$ cat src/rtl/line_reader_pkg.sv
// Shared definitions for the line reader: default geometry and FSM state encoding.
package line_reader_pkg;

  localparam int LR_DEPTH  = 76;
  localparam int LR_DATA_W = 32;
  localparam int LR_ADDR_W = 7;

  typedef enum logic [1:0] {
    ST_IDLE  = 2'd0,
    ST_READ  = 2'd1,
    ST_DRAIN = 2'd2
  } state_e;

endpackage

$ cat src/rtl/line_reader_skid_fifo2.sv
// Two-entry FIFO between the memory read pipeline and the output port.
// A push into a full FIFO is only accepted when a pop frees a slot in the same cycle.
module skid_fifo2 #(
  parameter int W = 33
) (
  input  logic         clk,
  input  logic         rst_n,
  input  logic         push,
  input  logic [W-1:0] push_data,
  input  logic         pop,
  output logic [W-1:0] head_data,
  output logic [1:0]   count,
  output logic         full,
  output logic         empty
);

  logic [W-1:0] entry_q [2];
  logic [W-1:0] entry_d [2];
  logic         wr_ptr_q, wr_ptr_d;
  logic         rd_ptr_q, rd_ptr_d;
  logic [1:0]   count_q, count_d;
  logic         do_push_s, do_pop_s;

  assign empty     = (count_q == 2'd0);
  assign full      = (count_q == 2'd2);
  assign count     = count_q;
  assign head_data = entry_q[rd_ptr_q];

  // Next-state for storage, pointers and occupancy.
  always_comb begin
    entry_d   = entry_q;
    wr_ptr_d  = wr_ptr_q;
    rd_ptr_d  = rd_ptr_q;
    count_d   = count_q;
    do_pop_s  = pop & ~empty;
    do_push_s = push & (~full | do_pop_s);
    if (do_push_s) begin
      entry_d[wr_ptr_q] = push_data;
      wr_ptr_d          = ~wr_ptr_q;
    end else begin
      wr_ptr_d = wr_ptr_q;
    end
    if (do_pop_s) begin
      rd_ptr_d = ~rd_ptr_q;
    end else begin
      rd_ptr_d = rd_ptr_q;
    end
    case ({do_push_s, do_pop_s})
      2'b10:   count_d = count_q + 2'd1;
      2'b01:   count_d = count_q - 2'd1;
      default: count_d = count_q;
    endcase
  end

  // FIFO state registers.
  always_ff @(posedge clk or negedge rst_n) begin
    if (!rst_n) begin
      entry_q[0] <= {W{1'b0}};
      entry_q[1] <= {W{1'b0}};
      wr_ptr_q   <= 1'b0;
      rd_ptr_q   <= 1'b0;
      count_q    <= 2'd0;
    end else begin
      entry_q    <= entry_d;
      wr_ptr_q   <= wr_ptr_d;
      rd_ptr_q   <= rd_ptr_d;
      count_q    <= count_d;
    end
  end

endmodule

$ cat src/rtl/line_reader.sv
// Streams one line of words out of a synchronous-read memory onto a valid/ready port.
// Reads are throttled so FIFO entries plus the read in flight never exceed two.
module line_reader
  import line_reader_pkg::*;
#(
  parameter int DEPTH  = LR_DEPTH,
  parameter int DATA_W = LR_DATA_W,
  parameter int ADDR_W = LR_ADDR_W
) (
  input  logic              clk,
  input  logic              rst_n,
  input  logic              start,
  input  logic [ADDR_W-1:0] line_len,
  output logic              busy,
  output logic              done,
  output logic [ADDR_W-1:0] mem_addr,
  output logic              mem_write_en,
  input  logic [DATA_W-1:0] mem_rd_data,
  output logic              out_valid,
  input  logic              out_ready,
  output logic [DATA_W-1:0] out_data,
  output logic              out_last
);

  localparam logic [ADDR_W-1:0] DEPTH_A = ADDR_W'(DEPTH);

  state_e            state_q, state_d;
  logic [ADDR_W-1:0] addr_q, addr_d;
  logic [ADDR_W-1:0] last_addr_q, last_addr_d;
  logic              pending_q, pending_d;
  logic              pending_last_q, pending_last_d;
  logic              busy_q, busy_d;
  logic              done_q, done_d;

  logic [ADDR_W-1:0] eff_len_s;
  logic [2:0]        occ_s;
  logic              pop_s, issue_s, final_issue_s;
  logic [DATA_W:0]   head_s;
  logic [1:0]        fifo_count_s;
  logic              full_s, empty_s;

  skid_fifo2 #(.W(DATA_W + 1)) u_fifo (
    .clk       (clk),
    .rst_n     (rst_n),
    .push      (pending_q),
    .push_data ({pending_last_q, mem_rd_data}),
    .pop       (pop_s),
    .head_data (head_s),
    .count     (fifo_count_s),
    .full      (full_s),
    .empty     (empty_s)
  );

  assign out_valid    = ~empty_s;
  assign out_data     = head_s[DATA_W-1:0];
  assign out_last     = head_s[DATA_W] & ~empty_s;
  assign busy         = busy_q;
  assign done         = done_q;
  assign mem_addr     = addr_q;
  assign mem_write_en = 1'b0;

  // Issue throttle: occupancy after this cycle's pop must leave room for one more read.
  always_comb begin
    pop_s         = ~empty_s & out_ready;
    occ_s         = {1'b0, fifo_count_s} + {2'b00, pending_q} - {2'b00, pop_s};
    issue_s       = (state_q == ST_READ) && (occ_s < 3'd2) && !(full_s && !pop_s);
    final_issue_s = issue_s && (addr_q == last_addr_q);
    if ((line_len == {ADDR_W{1'b0}}) || (line_len > DEPTH_A)) begin
      eff_len_s = DEPTH_A;
    end else begin
      eff_len_s = line_len;
    end
  end

  // FSM next state, address walk and done/busy generation.
  always_comb begin
    state_d        = state_q;
    addr_d         = addr_q;
    last_addr_d    = last_addr_q;
    busy_d         = busy_q;
    done_d         = 1'b0;
    pending_d      = issue_s;
    pending_last_d = final_issue_s;
    case (state_q)
      ST_IDLE: begin
        if (start) begin
          state_d     = ST_READ;
          busy_d      = 1'b1;
          addr_d      = {ADDR_W{1'b0}};
          last_addr_d = eff_len_s - ADDR_W'(1);
        end else begin
          state_d = ST_IDLE;
        end
      end
      ST_READ: begin
        if (final_issue_s) begin
          state_d = ST_DRAIN;
        end else if (issue_s) begin
          addr_d = addr_q + ADDR_W'(1);
        end else begin
          addr_d = addr_q;
        end
      end
      ST_DRAIN: begin
        if (pop_s && head_s[DATA_W]) begin
          state_d = ST_IDLE;
          busy_d  = 1'b0;
          done_d  = 1'b1;
        end else begin
          state_d = ST_DRAIN;
        end
      end
      default: begin
        state_d = ST_IDLE;
        busy_d  = 1'b0;
      end
    endcase
  end

  // Control state registers.
  always_ff @(posedge clk or negedge rst_n) begin
    if (!rst_n) begin
      state_q        <= ST_IDLE;
      addr_q         <= {ADDR_W{1'b0}};
      last_addr_q    <= {ADDR_W{1'b0}};
      pending_q      <= 1'b0;
      pending_last_q <= 1'b0;
      busy_q         <= 1'b0;
      done_q         <= 1'b0;
    end else begin
      state_q        <= state_d;
      addr_q         <= addr_d;
      last_addr_q    <= last_addr_d;
      pending_q      <= pending_d;
      pending_last_q <= pending_last_d;
      busy_q         <= busy_d;
      done_q         <= done_d;
    end
  end

endmodule

$ cat config.mk
export PLATFORM = sky130hd
export DESIGN_NAME = line_reader
export DESIGN_NICKNAME = d
export VERILOG_FILES = /design/src/rtl/line_reader_pkg.sv /design/src/rtl/line_reader_skid_fifo2.sv /design/src/rtl/line_reader.sv
export SDC_FILE = /design/constraint.sdc
export NUM_CORES = 1
export LEC_CHECK = 0
export ABC_AREA = 0
export CAP_MARGIN = 20
export CORE_MARGIN = 2
export CORE_UTILIZATION = 50
export CTS_CLUSTER_DIAMETER = 150
export DETAILED_ROUTE_END_ITERATION = 8
export GPL_ROUTABILITY_DRIVEN = 0
export PLACE_DENSITY = 0.78
export SLEW_MARGIN = 10
export SYNTH_ARGS = -nofsm -noshare
export SYNTH_HDL_FRONTEND = slang
export SYNTH_SLANG_ARGS = --single-unit
export TNS_END_PERCENT = 10
$ cat constraint.sdc
create_clock -name clk -period 4.4 [get_ports clk]
set_clock_uncertainty 0.2 [all_clocks]
set_input_delay 0.88 -clock clk [delete_from_list [all_inputs] [get_ports clk]]
set_output_delay 0.88 -clock clk [all_outputs]
set_load 0.01 [all_outputs]
; Word-level counts from Yosys, hierarchy flattened
; Index checks and enable logic that the tools add are counted.
[word_totals]
register_bits = 90
input_bits = 43
output_inout_bits = 44
wordCells = 84
[classes]
add_sub_neg = 6
order_cmp = 5
eq_ne = 11
n_mux = 21
n_bitwise = 12
n_reduce_logical = 17
[ops]
columns = op, n
row1 = 33-bit two-way mux, 4
row2 = 66-bit bitwise mux, 1
row3 = 33-bit demux with 1-bit select, 1
row4 = 7-bit two-way mux, 4
row5 = 7-bit one-hot mux with 2 select lines, 1
row6 = 2-bit != test (second input constant), 5
row7 = 7-bit by 1-bit adder with 7-bit output (second input constant), 1
row8 = 7-bit equality test, 1
row9 = 7-bit > comparator (second input constant), 1
row10 = 7-bit zero test, 1
row11 = 7-bit by 1-bit subtractor with 7-bit output (second input constant), 1
row12 = 2-bit equality test (second input constant), 3
row13 = 1-bit logical AND, 6
row14 = 2-bit one-hot mux with 3 select lines, 1
row15 = 1-bit two-way mux, 5
row16 = 1-bit NOT, 5
row17 = 1-bit bitwise AND, 4
row18 = 2-bit by 1-bit equality test with 1-bit output (second input constant), 2
row19 = 2-bit greater-or-equal comparator (second input constant), 2
row20 = 2-bit zero test, 2
row21 = 2-bit two-way mux, 2
row22 = 1-bit NOT with 2-bit output, 2
row23 = 2-bit one-hot mux with 2 select lines, 1
row24 = 4-bit AND reduction, 1
row25 = other kinds (13), 15

; Logic depth before layout (Yosys ltp)
; Gate-level depths: netlist of run 1.
[logic_depth]
ltp_word = 10
ltp_mapped = 14
mapped_depth_nobuf = 13

; Modules after synthesis
; From an unflattened synthesis of run 1, not the netlist that was laid out.
[hier_totals]
cells_unflattened = 329
hier_area_um2 = 4325.4
[by_module_without_submodules]
columns = module, n_inst, cells_each, area_per_inst_um2, seq_area_each_um2
row1 = skid_fifo2, 1, 194, 3071.7, 1751.7
row2 = line_reader, 1, 135, 1253.7, 500.5

; Worst setup path after synthesis of run 1
; Ideal clock, no wire load.
[synth_path]
kind = input port to flip-flop
start = input out_ready
end = register addr_q[5], in the netlist mem_addr[5]
setup_ns = 0.130
t_arrival_ns = 2.652
required_time_ns = 4.070
slack_ns = 1.418
stages = 12
n_path_buf = 1
path_cell_list = nand2_1 -> inv_1 -> ha_1 -> nand2b_1 -> fa_1 -> and3b_1 -> nand3_1 -> inv_1 -> o21ai_2 -> buf_4 -> o211ai_1 -> o31ai_1
[synth_via]
elab_chain_cells = 8
elab_cells_between_ends = 12
classes_between = 1 x add/sub / 1 x order compare / 2 x eq/ne / 1 x bitwise / 7 x reduce/logical
[synth_lines]
columns = element, line
row1 = start: declaration, line_reader.sv:20  ; input logic out_ready,
row2 = 1-bit bitwise AND *, line_reader.sv:64  ; pop_s = ~empty_s & out_ready;
row3 = 3-bit by 1-bit subtractor with 3-bit output or 1-bit zero test (tied branches), "line_reader.sv:65, line_reader.sv:66"
row4 = 3-bit by 2-bit less-than comparator with 1-bit output or 1-bit logical AND (tied branches), line_reader.sv:66  ; issue_s = (state_q == ST_READ) && (occ_s < 3'd2) && !(full_s && !pop_s);
row5 = 1-bit logical AND or 1-bit zero test (tied branches), line_reader.sv:66
row6 = 1-bit logical AND *, line_reader.sv:66
row7 = named net issue_s, line_reader.sv:37  ; logic pop_s, issue_s, final_issue_s;
row8 = 1-bit logical AND, line_reader.sv:67  ; final_issue_s = issue_s && (addr_q == last_addr_q);
row9 = 2-bit != test (no source line), n/a
row10 = 4-bit AND reduction (no source line) *, n/a
row11 = end signal: assignment, line_reader.sv:124  ; addr_q <= {ADDR_W{1'b0}};
row12 = end signal: assignment, line_reader.sv:132  ; addr_q <= addr_d;
row13 = end: declaration, line_reader.sv:28  ; logic [ADDR_W-1:0] addr_q, addr_d;
; The timed path passes the listed nets; every way through them passes the cells marked *.
; A chain may end at the register's enable or synchronous reset.

; Worst setup path in the final report of run 1
[layout_path]
start = register u_fifo.rd_ptr_q
end = output out_data[14]
[layout_via]
elab_chain_cells = 4
[layout_lines]
columns = element, line
row1 = start: declaration, line_reader_skid_fifo2.sv:20  ; logic rd_ptr_q, rd_ptr_d;
row2 = start signal: assignment, line_reader_skid_fifo2.sv:66  ; rd_ptr_q <= rd_ptr_d;
row3 = 1-bit NOT with 2-bit output (not written as such), line_reader_skid_fifo2.sv:27  ; assign head_data = entry_q[rd_ptr_q];
row4 = 33-bit two-way mux (not written as such) (3 in series), line_reader_skid_fifo2.sv:27
row5 = end: declaration, line_reader.sv:21  ; output logic [DATA_W-1:0] out_data,
; Every way passes these cells. The select of a mux whose other input is x is not followed.

==> flow_results.xml, run 1 <==
<?xml version="1.0" encoding="UTF-8"?>
<metrics>
  <group name="critical_path">
    <metric name="r2r_slack" unit="ns">1.32</metric>
    <metric name="end_kind" unit="">output pin</metric>
    <metric name="cp_slowest_cell" unit="">sky130_fd_sc_hd__dfrtp_1</metric>
    <metric name="worstPathMaxFanout" unit="">19</metric>
    <metric name="cell_breakdown_of_the_critical_path" unit="">buf_12 &gt; mux2_2 &gt; clkdlybuf4s50_1</metric>
    <metric name="critical_path_class" unit="">reg -&gt; out</metric>
    <metric name="worst_r2r_path_depth" unit="">13</metric>
    <metric name="cp_data_arrival_time" unit="ns">2.34</metric>
    <metric name="r2r-start" unit="">u_fifo.count[1]</metric>
    <metric name="critPathLaunchType" unit="">flop</metric>
    <metric name="rr_endpoint" unit="">mem_addr[6]</metric>
    <metric name="worst-endpoint-required" unit="ns">3.32</metric>
    <metric name="worstSetupEndpoint" unit="">out_data[14]</metric>
    <metric name="cp_max_stage_delay" unit="ns">0.88</metric>
    <metric name="worst_setup_path_startpoint" unit="">u_fifo.rd_ptr_q</metric>
  </group>
  <group name="power_and_ir_drop">
    <metric name="peakVddDrop" unit="mV">0.240</metric>
    <metric name="sequentialPowerShare" unit="">0.384</metric>
    <metric name="powerDensity" unit="nW/um^2">726</metric>
    <metric name="proportion_of_total_power_due_to_net_switching" unit="">0.330</metric>
    <metric name="power_frac_clock" unit="">0.136</metric>
    <metric name="static-leakage-power" unit="nW">2.22</metric>
    <metric name="post-layout-total-power" unit="mW">3.86</metric>
    <metric name="power_switching" unit="mW">1.27</metric>
    <metric name="power.combinational.fraction" unit="">0.480</metric>
    <metric name="p_int" unit="mW">2.59</metric>
  </group>
  <group name="placed_design">
    <metric name="detailed_place.area" unit="um^2">5130</metric>
    <metric name="placement.io_buffers" unit="">85</metric>
    <metric name="place_hpwl" unit="mm">5.74</metric>
    <metric name="dpl_worst_slack" unit="ns">0.703</metric>
  </group>
  <group name="job">
    <metric name="maxCapViolations" unit="">0</metric>
  </group>
  <group name="synthesis">
    <metric name="syn_avg_cell_area" unit="um^2">13.4</metric>
    <metric name="synth_warnings" unit="">0</metric>
    <metric name="synth_ff_type" unit="">sky130_fd_sc_hd__dfrtp_1</metric>
    <metric name="synthArstFlopShare" unit="">1.00</metric>
    <metric name="count_of_mapped_cells_out_of_synthesis" unit="">314</metric>
    <metric name="postSynthNetCount" unit="">362</metric>
    <metric name="synth-edff-count" unit="">0</metric>
    <metric name="synth_seq_area_share" unit="">0.536</metric>
    <metric name="synthesis.area" unit="um^2">4200</metric>
    <metric name="ys_types" unit="">49</metric>
    <metric name="postSynthRegisterBits" unit="">90</metric>
  </group>
  <group name="sta">
    <metric name="setup_viol" unit="">0</metric>
    <metric name="timing.slew.headroom" unit="">0.418</metric>
    <metric name="finalHoldViolations" unit="">0</metric>
    <metric name="worst_pin_slew" unit="ns">0.874</metric>
    <metric name="min_period_over_period" unit="">0.777</metric>
    <metric name="timing.setup.tns" unit="ns">0</metric>
    <metric name="rsz0062_at_grt" unit="">false</metric>
    <metric name="fin_worst_setup_slack" unit="ns">0.982</metric>
    <metric name="max_freq" unit="GHz">0.293</metric>
    <metric name="maxSlewViolCount" unit="">0</metric>
    <metric name="period_minus_slack" unit="ns">3.42</metric>
  </group>
  <group name="die">
    <metric name="initial_utilization" unit="">0.514</metric>
    <metric name="die_h" unit="um">95.7</metric>
    <metric name="fp.coreArea" unit="um^2">8180</metric>
    <metric name="io-pin-count" unit="">87</metric>
    <metric name="rows" unit="">33</metric>
    <metric name="design.die.area" unit="um^2">9150</metric>
    <metric name="die_width" unit="um">95.7</metric>
  </group>
  <group name="layout">
    <metric name="ant_diodes" unit="">0</metric>
    <metric name="drive_gt1_frac" unit="">0.320</metric>
    <metric name="layout-area-overhead-vs-synth" unit="%">26.7</metric>
    <metric name="fin_area" unit="um^2">5320</metric>
    <metric name="layout.nets" unit="">449</metric>
  </group>
  <group name="routing">
    <metric name="ant_nets" unit="">0</metric>
    <metric name="wire_per_inst" unit="um">15.9</metric>
    <metric name="detail_route.vias_per_cell" unit="">5.32</metric>
    <metric name="drt_iter0_drc" unit="">75</metric>
    <metric name="routed_wirelength" unit="mm">8.13</metric>
    <metric name="detail_route.drc_violations" unit="">0</metric>
    <metric name="via_count" unit="">2718</metric>
    <metric name="detail_route.first_pass.iterations" unit="">4</metric>
  </group>
  <group name="global_route">
    <metric name="grt_antenna_before_repair" unit="">0</metric>
    <metric name="grt_pass1_wl" unit="mm">13.3</metric>
    <metric name="track_usage" unit="">0.190</metric>
    <metric name="grt_max_degree" unit="">71</metric>
    <metric name="grt_pass1_vias" unit="">2791</metric>
    <metric name="grt_overflow_total" unit="">0</metric>
  </group>
  <group name="clock_network">
    <metric name="clockBufferDepth" unit="">2</metric>
    <metric name="numClockSinks" unit="">90</metric>
    <metric name="htree_levels" unit="">3</metric>
    <metric name="insertion_delay" unit="ns">0.35</metric>
    <metric name="holdBufCountCts" unit="">0</metric>
    <metric name="clk_pin_slew_worst_paths" unit="ns">0.09</metric>
    <metric name="cts-resized-gates" unit="">0</metric>
    <metric name="postCtsSetupBuffers" unit="">0</metric>
    <metric name="tritoncts" unit="">built</metric>
    <metric name="cts-buffers-inserted" unit="">9</metric>
    <metric name="root_driver" unit="">sky130_fd_sc_hd__clkbuf_8</metric>
  </group>
  <group name="worst_hold_path">
    <metric name="min-delay-path-class" unit="">reg -&gt; reg</metric>
  </group>
  <group name="status">
    <metric name="run_status" unit="">finished, final reports clean</metric>
  </group>
</metrics>
-- power groups by stage --
| stage | clock network (mW) | registers [mW] | logic, mW |
|---|---|---|---|
| 3_5_place_dp | 0 | 1.50 | 1.87 |
| 4_1_cts | 0.541 | 1.49 | 1.88 |
| 5_1_grt | 0.582 | 1.54 | 2.01 |
| 3_3_place_gp | 0 | 1.47 | 1.83 |
| 6_report | 0.525 | 1.48 | 1.85 |
| 2_1_floorplan | 0 | 1.41 | 1.20 |
-- worst min path at each step --
| stage | depth (start not counted) | end | from |
|---|---|---|---|
| floorplan | 1 | done | state_q[0] |
| global placement | 1 | u_fifo.entry_q[11] | u_fifo.entry_q[11] |
| detailed placement | 1 | u_fifo.entry_q[13] | u_fifo.entry_q[13] |
| CTS | 1 | u_fifo.entry_q[28] | u_fifo.entry_q[28] |
| global route | 1 | u_fifo.entry_q[2] | u_fifo.entry_q[2] |
| finish | 1 | u_fifo.entry_q[28] | u_fifo.entry_q[28] |
-- Yosys cell counts (all sizes together), types with 2 or more instances --
library cell	instances	share of area
xor2	2	0.0042
nor3	2	0.0024
ha	4	0.012
nand3	9	0.012
a21oi	6	0.0071
buf	11	0.020
o21ai	10	0.013
nor4	2	0.0066
inv	8	0.0071
a31oi	2	0.0030
mux2	99	0.27
or4	2	0.0045
nand2	12	0.013
nor2	11	0.012
xnor2	12	0.025
o211ai	5	0.0089
clkbuf	3	0.0027
o31ai	5	0.0089
dfrtp	90	0.54
-- layout by cell type, fill, tap and decap left out, drive strengths merged, types with 4 or more instances in the layout --
master	instances
clkdlybuf4s50	84
o31ai	5
buf	6
xnor2	12
nor2	11
dfrtp	90
a21oi	6
o21ai	10
o211ai	5
mux2	99
nand2	12
inv	10
ha	4
nand3	9
clkbuf	10
-- worst max-delay path, delay by kind of cell, from the launching register on --
family,cells,cell delay (ns)
muxes,1,0.35
DFF,1,0.88
buffers and inverters,2,0.75
-- metal layers --
metal,part of all wire,vias to the layer above,global-route usage
met4,0.0082,0,0.0536
li1,-,1297,-
met3,0.044,8,0.0427
met1,0.46,1351,0.247
met2,0.49,62,0.321
met5,0,-,0
-- through the flow --
step / hold slack [ns] / instances / util
5_1_grt: 0.321 / 511 / 0.651
2_1_floorplan: 0.263 / 314 / -
4_1_cts: 0.311 / 511 / 0.651
6_report: 0.306 / 511 / 0.651
3_3_place_gp: 0.281 / 495 / 0.628
3_5_place_dp: 0.289 / 495 / 0.628
-- final cells by class --
class | instances | area (um^2)
fill | 644 | 2860
sequential | 90 | 2250
multi-input combinational | 202 | 1820
timing repair buffer | 90 | 898
clock buffer | 10 | 138
tap | 105 | 131
clock inverter | 6 | 47.5
inverter | 8 | 30.0
-- logic make-up (layout without fill, tap and decap cells) --
logic type / after synthesis / after routing / share of synthesized area
fa+ha+maj: 5 / 5 / 0.0167
xor+xnor: 14 / 14 / 0.0292
flops: 90 / 90 / 0.536
simple gates: 49 / 49 / 0.0685
other cells: 1 / 1 / 0.000893
mux: 100 / 100 / 0.269
buf+inv: 22 / 114 / 0.0298
compound gates: 33 / 33 / 0.0500
-- sequential cells by signal, summed over array words and instances, names as in the netlist --
name             count
pending_q            1
u_fifo.count         2
busy                 1
u_fifo.wr_ptr_q      1
done                 1
state_q              2
u_fifo.rd_ptr_q      1
mem_addr             7
last_addr_q          7
pending_last_q       1
u_fifo.entry_q      66
Note: power is estimated with default switching activity, not from simulation.
==> inputs of run 2 (changes only) <==
CORE_UTILIZATION = 46   (was 50)
PLACE_DENSITY = 0.76   (was 0.78)
clock period = 2.8 ns   (was 4.4 ns; I/O delays follow)
==> flow_results.xml, run 2 (same netlist as run 1, synthesis figures left out) <==
<?xml version="1.0" encoding="UTF-8"?>
<metrics>
  <group name="status">
    <metric name="run_status" unit="">finished, final reports clean</metric>
  </group>
  <group name="power_and_ir_drop">
    <metric name="power.combinational.fraction" unit="">0.513</metric>
    <metric name="static-leakage-power" unit="nW">2.35</metric>
    <metric name="p_int" unit="mW">4.28</metric>
    <metric name="proportion_of_total_power_due_to_net_switching" unit="">0.325</metric>
    <metric name="post-layout-total-power" unit="mW">6.35</metric>
    <metric name="power_frac_clock" unit="">0.130</metric>
    <metric name="power_switching" unit="mW">2.06</metric>
    <metric name="powerDensity" unit="nW/um^2">1140</metric>
    <metric name="sequentialPowerShare" unit="">0.357</metric>
    <metric name="peakVddDrop" unit="mV">0.459</metric>
  </group>
  <group name="routing">
    <metric name="detail_route.vias_per_cell" unit="">5.31</metric>
    <metric name="via_count" unit="">2845</metric>
    <metric name="detail_route.drc_violations" unit="">0</metric>
    <metric name="drt_iter0_drc" unit="">105</metric>
    <metric name="routed_wirelength" unit="mm">8.50</metric>
    <metric name="ant_nets" unit="">0</metric>
    <metric name="detail_route.first_pass.iterations" unit="">4</metric>
    <metric name="wire_per_inst" unit="um">15.9</metric>
  </group>
  <group name="layout">
    <metric name="flip_flop_count_of_the_largest_register_after_layout" unit="">66</metric>
    <metric name="layout.nets" unit="">471</metric>
    <metric name="ant_diodes" unit="">0</metric>
    <metric name="layout_common_cells" unit="">sky130_fd_sc_hd__mux2_2, sky130_fd_sc_hd__dfrtp_1, sky130_fd_sc_hd__clkdlybuf4s50_1</metric>
    <metric name="layout-area-overhead-vs-synth" unit="%">32.6</metric>
    <metric name="largest_register" unit="">u_fifo.entry_q</metric>
    <metric name="layout_commonest_cell" unit="">sky130_fd_sc_hd__mux2_2</metric>
    <metric name="fin_area" unit="um^2">5570</metric>
    <metric name="sequential_cell_area" unit="um^2">2250</metric>
    <metric name="drive_gt1_frac" unit="">0.376</metric>
    <metric name="fillers" unit="">731</metric>
    <metric name="post_layout_nonfiller_instances" unit="">536</metric>
    <metric name="multiInputGateArea" unit="um^2">1870</metric>
  </group>
  <group name="sta">
    <metric name="rsz0062_at_grt" unit="">true</metric>
    <metric name="period_minus_slack" unit="ns">2.71</metric>
    <metric name="maxSlewViolCount" unit="">0</metric>
    <metric name="setup_viol" unit="">0</metric>
    <metric name="worst_pin_slew" unit="ns">1.01</metric>
    <metric name="fin_worst_setup_slack" unit="ns">0.0901</metric>
    <metric name="finalHoldViolations" unit="">0</metric>
    <metric name="timing.slew.headroom" unit="">0.326</metric>
    <metric name="max_freq" unit="GHz">0.369</metric>
    <metric name="min_period_over_period" unit="">0.968</metric>
  </group>
  <group name="die">
    <metric name="die_width" unit="um">99.6</metric>
    <metric name="initial_utilization" unit="">0.477</metric>
    <metric name="fp.coreArea" unit="um^2">8810</metric>
    <metric name="die_h" unit="um">99.6</metric>
    <metric name="design.die.area" unit="um^2">9910</metric>
    <metric name="io-pin-count" unit="">87</metric>
    <metric name="rows" unit="">34</metric>
  </group>
  <group name="critical_path">
    <metric name="end_kind" unit="">flop</metric>
    <metric name="worstPathMaxFanout" unit="">5</metric>
    <metric name="critPathLaunchType" unit="">flop</metric>
    <metric name="cp_data_arrival_time" unit="ns">2.79</metric>
    <metric name="worst-endpoint-required" unit="ns">2.88</metric>
    <metric name="critical_path_class" unit="">reg -&gt; reg</metric>
  </group>
  <group name="clock_network">
    <metric name="htree_levels" unit="">3</metric>
    <metric name="tritoncts" unit="">built</metric>
    <metric name="clk_pin_slew_worst_paths" unit="ns">0.09</metric>
    <metric name="insertion_delay" unit="ns">0.34</metric>
    <metric name="clockBufferDepth" unit="">2</metric>
    <metric name="cts-buffers-inserted" unit="">9</metric>
    <metric name="root_driver" unit="">sky130_fd_sc_hd__clkbuf_8</metric>
    <metric name="numClockSinks" unit="">90</metric>
    <metric name="holdBufCountCts" unit="">0</metric>
  </group>
  <group name="global_route">
    <metric name="grt_pass1_vias" unit="">2976</metric>
    <metric name="grt_max_degree" unit="">91</metric>
    <metric name="grt_antenna_before_repair" unit="">0</metric>
    <metric name="grt_overflow_total" unit="">0</metric>
    <metric name="grt_pass1_wl" unit="mm">14.3</metric>
    <metric name="track_usage" unit="">0.179</metric>
  </group>
  <group name="placed_design">
    <metric name="dp.cells" unit="">518</metric>
    <metric name="dpl_worst_slack" unit="ns">-0.451</metric>
    <metric name="detailed_place.area" unit="um^2">5330</metric>
    <metric name="placement.io_buffers" unit="">85</metric>
    <metric name="place_hpwl" unit="mm">5.94</metric>
  </group>
  <group name="worst_hold_path">
    <metric name="min-delay-path-class" unit="">in -&gt; async</metric>
  </group>
  <group name="job">
    <metric name="maxCapViolations" unit="">0</metric>
  </group>
</metrics>
[run 2: cell count changes in the layout (fill, tap and decap cells not counted), moves of 3 or more]
cell                     before  now
sky130_fd_sc_hd__buf_4        5   24
sky130_fd_sc_hd__inv_1        8    5
sky130_fd_sc_hd__buf_12       1    4
sky130_fd_sc_hd__inv_2        0    3
[run 2: final cells by class]
cell class / instances / area share
multi-input combinational: 202 / 0.335
timing repair buffer: 112 / 0.197
sequential: 90 / 0.404
clock buffer: 11 / 0.0272
clock inverter: 5 / 0.00674
inverter: 8 / 0.00539
tap: 108 / 0.0243
[run 2: power by group through the flow]
stage / logic [mW] / registers [mW] / clock network [mW]
6_report: 3.26 / 2.26 / 0.825
5_1_grt: 3.53 / 2.35 / 0.908
4_1_cts: 3.24 / 2.26 / 0.850
3_5_place_dp: 3.19 / 2.28 / 0
3_3_place_gp: 3.12 / 2.24 / 0
2_1_floorplan: 1.88 / 2.21 / 0
[run 2: routing by layer]
layer / GRT usage / part of all wire
met5: 0 / 0
met1: 0.232 / 0.45
met3: 0.0330 / 0.035
met2: 0.313 / 0.50
met4: 0.0411 / 0.012
[run 2: critical path, stage by stage (launching register included)]
cell and delay, ns:
sky130_fd_sc_hd__dfrtp_1 0.40, sky130_fd_sc_hd__nor2_2 0.16, sky130_fd_sc_hd__inv_2 0.06, sky130_fd_sc_hd__nand2_2 0.07
sky130_fd_sc_hd__inv_2 0.05, sky130_fd_sc_hd__ha_4 0.23, sky130_fd_sc_hd__nand2b_4 0.14, sky130_fd_sc_hd__fa_1 0.47
sky130_fd_sc_hd__and3b_1 0.16, sky130_fd_sc_hd__nand3_2 0.07, sky130_fd_sc_hd__inv_2 0.08, sky130_fd_sc_hd__o21ai_4 0.08
sky130_fd_sc_hd__or4_1 0.40, sky130_fd_sc_hd__nand2_1 0.07
[run 2: through the flow]
stage | TNS [ns] | utilization | hold WS, ns
floorplan | 0 | - | 0.0644
global placement | -3.65 | 0.605 | 0.281
detailed placement | -5.19 | 0.605 | 0.287
CTS | 0 | 0.628 | 0.0508
global route | -0.254 | 0.633 | 0.0637
finish | 0 | 0.633 | 0.0498
[run 2: final timing paths]
check                                    from                 end  slack, ns  cells past startpoint
max                           u_fifo.count[1]         mem_addr[2]       0.09                     13
min                                     rst_n  u_fifo.entry_q[51]       0.05                      2
max reg2reg                   u_fifo.count[1]         mem_addr[2]       0.09                     13
min reg2reg                u_fifo.entry_q[26]  u_fifo.entry_q[26]       0.31                      1
max in group asynchronous               rst_n          state_q[1]       1.99                      2
min in group clk           u_fifo.entry_q[26]  u_fifo.entry_q[26]       0.31                      1
[run 2: repair_timing]
action	4_1_cts	5_1_grt
buffers inserted	0	2
pin swaps	1	8
resized for setup	5	7
hold endpoints to repair	0	0
endpoints found under the setup margin	5	11
==> inputs of run 3 (changes only) <==
HOLD_SLACK_MARGIN = 0.12   (was unset)
==> flow_results.xml, run 3 (same netlist as run 1, synthesis figures left out) <==
<?xml version="1.0" encoding="UTF-8"?>
<metrics>
  <group name="status">
    <metric name="run_status" unit="">finished, final reports clean</metric>
  </group>
  <group name="sta">
    <metric name="whs" unit="ns">0.307</metric>
    <metric name="rsz0062_at_grt" unit="">true</metric>
    <metric name="setup_viol" unit="">0</metric>
    <metric name="max_freq" unit="GHz">0.369</metric>
    <metric name="maxSlewViolCount" unit="">0</metric>
    <metric name="worst_pin_slew" unit="ns">1.01</metric>
    <metric name="timing.slew.headroom" unit="">0.326</metric>
    <metric name="min_period_over_period" unit="">0.968</metric>
    <metric name="finalHoldViolations" unit="">0</metric>
    <metric name="timing.setup.tns" unit="ns">0</metric>
    <metric name="period_minus_slack" unit="ns">2.71</metric>
    <metric name="fin_worst_setup_slack" unit="ns">0.0901</metric>
  </group>
  <group name="clock_network">
    <metric name="htree_levels" unit="">3</metric>
    <metric name="numClockSinks" unit="">90</metric>
    <metric name="tritoncts" unit="">built</metric>
    <metric name="insertion_delay" unit="ns">0.34</metric>
    <metric name="cts-buffers-inserted" unit="">9</metric>
    <metric name="root_driver" unit="">sky130_fd_sc_hd__clkbuf_8</metric>
    <metric name="clockBufferDepth" unit="">2</metric>
    <metric name="clk_pin_slew_worst_paths" unit="ns">0.08</metric>
  </group>
  <group name="layout">
    <metric name="utilization" unit="">0.634</metric>
    <metric name="layout.nets" unit="">472</metric>
    <metric name="layout-area-overhead-vs-synth" unit="%">32.9</metric>
    <metric name="flip_flop_count_of_the_largest_register_after_layout" unit="">66</metric>
    <metric name="ant_diodes" unit="">0</metric>
    <metric name="layout_commonest_cell" unit="">sky130_fd_sc_hd__mux2_2</metric>
    <metric name="drive_gt1_frac" unit="">0.375</metric>
    <metric name="largest_register" unit="">u_fifo.entry_q</metric>
    <metric name="layout_common_cells" unit="">sky130_fd_sc_hd__mux2_2, sky130_fd_sc_hd__dfrtp_1, sky130_fd_sc_hd__clkdlybuf4s50_1</metric>
    <metric name="fillers" unit="">730</metric>
  </group>
  <group name="die">
    <metric name="design.die.area" unit="um^2">9910</metric>
    <metric name="io-pin-count" unit="">87</metric>
    <metric name="initial_utilization" unit="">0.477</metric>
    <metric name="fp.coreArea" unit="um^2">8810</metric>
    <metric name="rows" unit="">34</metric>
    <metric name="die_width" unit="um">99.6</metric>
    <metric name="die_h" unit="um">99.6</metric>
  </group>
  <group name="critical_path">
    <metric name="worstPathMaxFanout" unit="">5</metric>
    <metric name="cell_breakdown_of_the_critical_path" unit="">nor2_2 &gt; inv_2 &gt; nand2_2 &gt; inv_2 &gt; ha_4 &gt; nand2b_4 &gt; fa_1 &gt; and3b_1 &gt; nand3_2 &gt; inv_2 &gt; o21ai_4 &gt; or4_1 &gt; nand2_1</metric>
    <metric name="crit_path_frequent_cell" unit="">sky130_fd_sc_hd__inv_2</metric>
    <metric name="end_kind" unit="">flop</metric>
    <metric name="cp_max_stage_delay" unit="ns">0.47</metric>
    <metric name="critPathLaunchType" unit="">flop</metric>
    <metric name="cp_slowest_cell" unit="">sky130_fd_sc_hd__fa_1</metric>
    <metric name="cp_data_arrival_time" unit="ns">2.79</metric>
    <metric name="critical_path_class" unit="">reg -&gt; reg</metric>
    <metric name="worst-endpoint-required" unit="ns">2.88</metric>
  </group>
  <group name="worst_hold_path">
    <metric name="min-delay-path-class" unit="">reg -&gt; reg</metric>
  </group>
  <group name="placed_design">
    <metric name="dpl_worst_slack" unit="ns">-0.451</metric>
    <metric name="placement.io_buffers" unit="">85</metric>
    <metric name="place_hpwl" unit="mm">5.94</metric>
  </group>
  <group name="routing">
    <metric name="wire_per_inst" unit="um">15.9</metric>
    <metric name="detail_route.drc_violations" unit="">0</metric>
    <metric name="drt_iter0_drc" unit="">105</metric>
    <metric name="ant_nets" unit="">0</metric>
    <metric name="detail_route.first_pass.iterations" unit="">4</metric>
    <metric name="routed_wirelength" unit="mm">8.52</metric>
    <metric name="detail_route.vias_per_cell" unit="">5.31</metric>
    <metric name="via_count" unit="">2852</metric>
  </group>
  <group name="global_route">
    <metric name="track_usage" unit="">0.179</metric>
    <metric name="grt_overflow_total" unit="">0</metric>
    <metric name="grt_pass1_wl" unit="mm">14.3</metric>
    <metric name="grt_max_degree" unit="">91</metric>
    <metric name="grt_antenna_before_repair" unit="">0</metric>
    <metric name="grt_pass1_vias" unit="">2976</metric>
  </group>
  <group name="power_and_ir_drop">
    <metric name="post-layout-total-power" unit="mW">6.35</metric>
    <metric name="peakVddDrop" unit="mV">0.459</metric>
    <metric name="powerDensity" unit="nW/um^2">1140</metric>
    <metric name="static-leakage-power" unit="nW">2.35</metric>
  </group>
  <group name="job">
    <metric name="maxCapViolations" unit="">0</metric>
  </group>
</metrics>
## run 3: cell types whose count changed in the layout (fill, tap and decap cells not counted), sizes merged
| cell | delta |
|---|---|
| dlygate4sd3 | +1 |
## run 3: critical path: cells and delay by family (launching register included)
| family | cells | cell delay, ns |
|---|---|---|
| flops | 1 | 0.40 |
| compound gates | 1 | 0.08 |
| buf+inv | 3 | 0.19 |
| simple gates | 7 | 1.07 |
| fa+ha+maj | 2 | 0.70 |
## run 3: metal layers
metal,part of all wire,global-route usage
met5,0,0
met1,0.45,0.232
met3,0.035,0.0330
met4,0.012,0.0411
met2,0.50,0.313
## run 3: cell type report
class	instances	area (um^2)	share of cell area
multi-input cells	202	1870	0.334
inverters	8	30.0	0.00538
flip-flops and latches	90	2250	0.403
clock inverters	5	37.5	0.00672
well taps	108	135	0.0242
repair buffers	113	1110	0.199
clock buffers	11	151	0.0271
## run 3: what timing repair did
| action | CTS | global route |
|---|---|---|
| buffers inserted | 0 | 2 |
| gates resized for setup | 5 | 7 |
| gates cloned | 0 | 0 |
| endpoints found under the setup margin | 5 | 11 |
| pin swaps | 1 | 8 |
| hold buffers | 1 | 0 |
| endpoints found under the hold margin | 90 | 0 |
## run 3: power breakdown
part	total (mW)	internal [mW]	switching [mW]
Clock	0.826	0.375	0.451
Combinational	3.26	2.00	1.26
Sequential	2.26	1.91	0.354
## run 3: final timing paths
check                                    from                  to  slack [ns]  cells past startpoint
hold reg to reg            u_fifo.entry_q[26]  u_fifo.entry_q[26]        0.31                      1
setup reg to reg              u_fifo.count[1]         mem_addr[2]        0.09                     13
min in group asynchronous               rst_n  u_fifo.entry_q[51]        0.59                      3
setup / recovery              u_fifo.count[1]         mem_addr[2]        0.09                     13
max in group asynchronous               rst_n          state_q[1]        1.45                      3
hold / removal             u_fifo.entry_q[26]  u_fifo.entry_q[26]        0.31                      1
## run 3: stage by stage
stage / cells / instance area, um^2
2_1_floorplan: 314 / 4200
3_3_place_gp: 518 / 5330
3_5_place_dp: 518 / 5330
4_1_cts: 535 / 5540
5_1_grt: 537 / 5580
6_report: 537 / 5580
